===== src/rtl/mire_gen.sv =====
// mire_gen: framebuffer test-pattern generator. It runs as a Wishbone classic
// write-only master and fills one HDISP x VDISP frame (32 bits per pixel)
// starting at BASE_ADR. It releases the bus for one cycle after every
// FAIR_PERIOD acknowledged writes so that other masters can use it.
module mire_gen #(
  parameter int              HDISP       = 800,
  parameter int              VDISP       = 480,
  parameter int              GRID        = 16,
  parameter int              FAIR_PERIOD = 64,
  parameter int              ADR_W       = 32,
  parameter logic [ADR_W-1:0] BASE_ADR   = '0
) (
  input  logic             clk,
  input  logic             rst,
  input  logic             en,
  input  logic [1:0]       mode,
  input  logic [23:0]      color,
  output logic             busy,
  output logic             frame_done,
  output logic [15:0]      frame_cnt,
  output logic             wshb_cyc,
  output logic             wshb_stb,
  output logic             wshb_we,
  output logic [3:0]       wshb_sel,
  output logic [2:0]       wshb_cti,
  output logic [1:0]       wshb_bte,
  output logic [ADR_W-1:0] wshb_adr,
  output logic [31:0]      wshb_dat_ms,
  input  logic             wshb_ack
);

  localparam int XW    = $clog2(HDISP);
  localparam int YW    = (VDISP > 1) ? $clog2(VDISP) : 1;
  localparam int GW    = $clog2(GRID);
  localparam int BAR_W = HDISP / 8;
  localparam int BW    = (BAR_W > 1) ? $clog2(BAR_W) : 1;
  localparam int FW    = $clog2(FAIR_PERIOD + 1);

  localparam logic [XW-1:0] X_LAST   = XW'(HDISP - 1);
  localparam logic [YW-1:0] Y_LAST   = YW'(VDISP - 1);
  localparam logic [GW-1:0] G_LAST   = GW'(GRID - 1);
  localparam logic [BW-1:0] BAR_LAST = BW'(BAR_W - 1);
  localparam logic [FW-1:0] FAIR_HIT = FW'(FAIR_PERIOD);

  typedef enum logic [1:0] {S_IDLE, S_WRITE, S_PAUSE} state_e;
  typedef enum logic [1:0] {M_GRID = 2'd0, M_BARS = 2'd1, M_CHECK = 2'd2, M_SOLID = 2'd3} mode_e;

  state_e            state_q, state_d;
  logic [XW-1:0]     x_q, x_d;
  logic [YW-1:0]     y_q, y_d;
  logic [GW-1:0]     cx_q, cx_d, cy_q, cy_d;
  logic              px_q, px_d, py_q, py_d;
  logic [2:0]        bar_q, bar_d;
  logic [BW-1:0]     bar_cnt_q, bar_cnt_d;
  logic [ADR_W-1:0]  adr_q, adr_d;
  logic [FW-1:0]     fair_q, fair_d;
  logic [15:0]       frame_cnt_q, frame_cnt_d;
  logic              frame_done_q, frame_done_d;
  mode_e             mode_q, mode_d;
  logic [23:0]       color_q, color_d;

  logic              last_pix;
  logic [FW-1:0]     fair_inc;
  logic [23:0]       pix_rgb;

  // Register update for the FSM, pixel position, cell/bar counters and status.
  always_ff @(posedge clk) begin
    // NOTE: synchronous reset wins over everything, so an ack sampled together
    // with rst is dropped and the bus is released on the following cycle.
    if (rst) begin
      // NOTE: clocked blocks use non-blocking assignments only, so each flop
      // samples the pre-edge value of every other flop.
      state_q      <= S_IDLE;
      x_q          <= '0;
      y_q          <= '0;
      cx_q         <= '0;
      cy_q         <= '0;
      px_q         <= 1'b0;
      py_q         <= 1'b0;
      bar_q        <= '0;
      bar_cnt_q    <= '0;
      adr_q        <= BASE_ADR;
      fair_q       <= '0;
      frame_cnt_q  <= '0;
      frame_done_q <= 1'b0;
      mode_q       <= M_GRID;
      color_q      <= '0;
    end else begin
      state_q      <= state_d;
      x_q          <= x_d;
      y_q          <= y_d;
      cx_q         <= cx_d;
      cy_q         <= cy_d;
      px_q         <= px_d;
      py_q         <= py_d;
      bar_q        <= bar_d;
      bar_cnt_q    <= bar_cnt_d;
      adr_q        <= adr_d;
      fair_q       <= fair_d;
      frame_cnt_q  <= frame_cnt_d;
      frame_done_q <= frame_done_d;
      mode_q       <= mode_d;
      color_q      <= color_d;
    end
  end

  // Next-state logic: start, advance one pixel per ack, fair-play pause, frame wrap.
  always_comb begin
    // NOTE: every signal written here gets a default first, so no path can
    // leave one unassigned and infer a latch.
    state_d      = state_q;
    x_d          = x_q;
    y_d          = y_q;
    cx_d         = cx_q;
    cy_d         = cy_q;
    px_d         = px_q;
    py_d         = py_q;
    bar_d        = bar_q;
    bar_cnt_d    = bar_cnt_q;
    adr_d        = adr_q;
    fair_d       = fair_q;
    frame_cnt_d  = frame_cnt_q;
    frame_done_d = 1'b0;
    mode_d       = mode_q;
    color_d      = color_q;
    last_pix     = (x_q == X_LAST) && (y_q == Y_LAST);
    fair_inc     = fair_q + 1'b1;

    unique case (state_q)
      S_IDLE: begin
        if (en) begin
          state_d   = S_WRITE;
          mode_d    = mode_e'(mode);
          color_d   = color;
          x_d       = '0;
          y_d       = '0;
          cx_d      = '0;
          cy_d      = '0;
          px_d      = 1'b0;
          py_d      = 1'b0;
          bar_d     = '0;
          bar_cnt_d = '0;
          adr_d     = BASE_ADR;
          fair_d    = '0;
        end
      end

      S_WRITE: begin
        if (wshb_ack) begin
          adr_d = adr_q + ADR_W'(4);

          if (x_q == X_LAST) begin
            // End of line: horizontal counters restart, vertical ones advance.
            x_d       = '0;
            cx_d      = '0;
            px_d      = 1'b0;
            bar_d     = '0;
            bar_cnt_d = '0;
            if (y_q == Y_LAST) begin
              y_d  = '0;
              cy_d = '0;
              py_d = 1'b0;
            end else begin
              y_d = y_q + 1'b1;
              if (cy_q == G_LAST) begin
                cy_d = '0;
                py_d = ~py_q;
              end else begin
                cy_d = cy_q + 1'b1;
              end
            end
          end else begin
            x_d = x_q + 1'b1;
            if (cx_q == G_LAST) begin
              cx_d = '0;
              px_d = ~px_q;
            end else begin
              cx_d = cx_q + 1'b1;
            end
            // The last bar never advances, so it absorbs the HDISP/8 remainder.
            if (bar_q != 3'd7) begin
              if (bar_cnt_q == BAR_LAST) begin
                bar_cnt_d = '0;
                bar_d     = bar_q + 1'b1;
              end else begin
                bar_cnt_d = bar_cnt_q + 1'b1;
              end
            end
          end

          if (fair_inc == FAIR_HIT) begin
            fair_d  = '0;
            state_d = S_PAUSE;
          end else begin
            fair_d = fair_inc;
          end

          if (last_pix) begin
            adr_d        = BASE_ADR;
            frame_done_d = 1'b1;
            frame_cnt_d  = frame_cnt_q + 16'd1;
            if (en) begin
              mode_d  = mode_e'(mode);
              color_d = color;
            end else begin
              state_d = S_IDLE;
            end
          end
        end
      end

      S_PAUSE: state_d = S_WRITE;

      default: state_d = S_IDLE;
    endcase
  end

  // Pixel colour from the current cell/bar counters and the frame's latched settings.
  always_comb begin
    pix_rgb = 24'h000000;
    unique case (mode_q)
      M_GRID:  if ((cx_q == '0) || (cy_q == '0)) pix_rgb = color_q;
      M_BARS: begin
        case (bar_q)
          3'd0:    pix_rgb = 24'hFFFFFF;
          3'd1:    pix_rgb = 24'hFFFF00;
          3'd2:    pix_rgb = 24'h00FFFF;
          3'd3:    pix_rgb = 24'h00FF00;
          3'd4:    pix_rgb = 24'hFF00FF;
          3'd5:    pix_rgb = 24'hFF0000;
          3'd6:    pix_rgb = 24'h0000FF;
          default: pix_rgb = 24'h000000;
        endcase
      end
      M_CHECK: if (px_q == py_q) pix_rgb = color_q;
      M_SOLID: pix_rgb = color_q;
    endcase
  end

  assign wshb_cyc    = (state_q == S_WRITE);
  assign wshb_stb    = wshb_cyc;
  assign wshb_we     = 1'b1;
  assign wshb_sel    = 4'b0111;
  assign wshb_cti    = 3'b000;
  assign wshb_bte    = 2'b00;
  assign wshb_adr    = adr_q;
  assign wshb_dat_ms = {8'h00, pix_rgb};
  assign busy        = (state_q != S_IDLE);
  assign frame_done  = frame_done_q;
  assign frame_cnt   = frame_cnt_q;

endmodule

===== config.mk =====
export PLATFORM = sky130hd
export DESIGN_NAME = mire_gen
export DESIGN_NICKNAME = d
export VERILOG_FILES = /design/src/rtl/mire_gen.sv
export SDC_FILE = /design/constraint.sdc
export NUM_CORES = 1
export LEC_CHECK = 0
export ABC_AREA = 1
export CORE_ASPECT_RATIO = 0.8
export CORE_MARGIN = 4
export CORE_UTILIZATION = 35
export CTS_BUF_LIST = sky130_fd_sc_hd__clkbuf_8
export DETAILED_ROUTE_END_ITERATION = 8
export PLACE_DENSITY = 0.62
export SETUP_SLACK_MARGIN = 0.02
export SLEW_MARGIN = 20
export SYNTH_ARGS = -nofsm -noshare
export SYNTH_HDL_FRONTEND = slang
export SYNTH_SLANG_ARGS = --single-unit

===== constraint.sdc =====
create_clock -name clk -period 2.1 [get_ports clk]
set_clock_uncertainty 0.1 [all_clocks]
set_input_delay 0.315 -clock clk [delete_from_list [all_inputs] [get_ports clk]]
set_output_delay 0.315 -clock clk [all_outputs]
set_load 0.01 [all_outputs]

==> reports/qor.csv <==
metric,value,unit
cts.clk_slew.worst_paths,70,ps
synth_common_cells,"nand2_1, nor2_1, dfxtp_1",
drtIter0Drc,557,
die_area,21700,sq um
end_kind,primary output,
netlist_area,6790,sq um
initial_core_util,35.7,%
die_w,164,um
final_nets,1216,
synth_edf_count,0,
diodes,0,
hold_slack,210,ps
ys_top_cells_by_area,"dfxtp_1, nand2_1, nor2_1",
finalWirelength,19.4,mm
drive_gt1_share,20.6,%
gp_congestion,0.854,
grt_pass1_vias,6332,
htreeDepth,4,
grt_pass1_wl,30.8,mm
area_growth,36.8,%
r2r_cells,10,
clk_path_buf_depth,2,
syn_inst,993,
synth_most_common_cell,nand2_1,
cp_max_fo,8,
post-synth-top-area-cell,dfxtp_1,
io_buffers,103,
p_leak,3.65,nW
hold_path_class,in2reg,
ys_ff_latch,121,
grt_setup_unrepaired,true,
wire_per_inst,13.5,um
finalMaxSlewViolations,0,
power.density,620,nW/um^2
fmax,428,MHz
cap_violations,0,
drt_first_pass_iters,5,
synth_top_area_share,35.7,%
yosysWarnings,0,
status,"complete, but fails checks",
ctsHoldBuffers,0,
die_height,133,um
layout.cells.non_filler,1440,
avgSynthCellArea,6.83,sq um
root_buffer,clkbuf_8,
num_rows,45,
grt_max_degree,31,
period_share,111,%
criticalPathCategory,reg2out,
core,19000,sq um
antenna_found_initial,0,
pre_cts_slack,-252,ps
ant_nets,0,
grt_usage,17.2,%
hold_violations,0,
gr-total-overflow,0,
violations,negative setup slack,
synth_cell_types,49,
post-dp-hpwl,13.2,mm
clkLatencyLatePin,450,ps
ys_seq_area_share,35.7,%
ios,124,
layout_setup_ws,-236,ps
start_kind,register,
period_minus_slack,2340,ps
setup_viol,24,
post-place-cells,1387,
synthArstFlopShare,0,%
worstPathRequired,1680,ps
drc,0,
routed_via_density,4.84,
ys.flop_type,dfxtp_1,
cts-buffers-inserted,17,
min_path_cells,2,
crit_arrival,1920,ps
vdd_drop_max,0.466,mV
cts_sinks,121,
vias,6975,
cts_tree,done,
==> what timing repair did <==
item | 4_1_cts | 5_1_grt
gates cloned | 2 | 2
pin swaps | 10 | 9
buffers inserted | 8 | 12
endpoints found under the setup margin | 27 | 78
gates resized for setup | 143 | 46
==> flip-flops by register name, summed over array words and instances (netlist names) <==
register and flops:
cy_q 4, x_q 10, frame_cnt 16, py_q 1, bar_q 3, color_q 24, fair_q 7, cx_q 4
mode_q 2, px_q 1, bar_cnt_q 7, y_q 9, wshb_adr 30, state_q 2, frame_done 1
==> per-stage QoR <==
stage / util, % / instance area, sq um / TNS, ps / total power (W)
after CTS: 47.3 / 8990 / -5620 / 0.00569
after detailed placement: 44.4 / 8450 / -4140 / 0.00353
after floorplan: - / 6850 / 0 / 0.00307
after global placement: 44.4 / 8450 / -3170 / 0.00352
final: 48.8 / 9290 / -3950 / 0.00576
after global routing: 48.8 / 9290 / -6650 / 0.00603
==> cell families after synthesis <==
family	synth area share (%)
simple gates	33.5
compound gates	15.1
buf+inv	10.4
flops	35.7
xor+xnor	2.32
fa+ha+maj	2.95
other cells	0.111
==> cells in the final DEF (no fill, tap or decap), types with 4 or more instances in the layout <==
cell,netlist,layout
clkdlybuf4s50_1,0,75
nor3b_1,4,4
a31oi_4,0,5
ha_1,16,9
clkbuf_8,0,19
o21ai_1,14,14
nand2_4,4,6
a21oi_2,2,13
nand3_2,2,4
xnor2_1,7,7
nor3_1,27,26
xor2_1,11,11
buf_6,5,9
a31oi_1,25,20
a211oi_1,4,4
nand3_1,80,78
buf_12,0,5
nor2_1,136,130
dfxtp_2,0,5
nor2_2,2,6
or2_2,6,6
buf_2,7,21
inv_1,79,75
o21ai_0,43,41
nand4_1,27,27
nand2_2,5,10
inv_2,12,19
nand2_1,191,185
conb_1,2,20
buf_4,24,77
a21oi_1,90,79
ha_4,0,6
dfxtp_1,121,115
nor2_4,4,6
==> path summary, 6_finish.rpt <==
path         slack (ps)  startpoint               to
min                 210         rst     wshb_adr[24]
max reg2reg         140      y_q[1]      color_q[20]
min reg2reg         370      y_q[8]           y_q[8]
max                -240    bar_q[1]  wshb_dat_ms[12]
==> worst max-delay path, cell delays in order (launching register included) <==
cell and delay [ps]:
dfxtp_4 370, buf_4 150, ha_4 150, buf_6 110
ha_4 150, o21ai_2 140, buf_6 140, a31oi_1 90
buf_2 170
==> area by class of cell <==
type	count	area (sq um)
timing repair buffer	193	1720
tap	258	323
multi-input combinational	743	4040
clock inverter	12	135
inverter	94	374
fill	1932	9740
clock buffer	19	262
sequential	121	2430
==> layer usage <==
layer | vias to the layer above | global-route usage [%] | wire (um)
met5 | - | 0 | 0
met3 | 17 | 4.95 | 1190
met2 | 167 | 25.7 | 8410
met1 | 3162 | 24.3 | 9590
met4 | 0 | 4.75 | 221
li1 | 3629 | - | -
==> power breakdown <==
group	switching [W]	total (W)	internal [W]
logic	0.000653	0.00117	0.000520
clock network	0.000951	0.00216	0.00121
registers	0.0000613	0.00243	0.00237
total	0.00167	0.00576	0.00409
No activity file was read; power rests on OpenSTA's default activity.
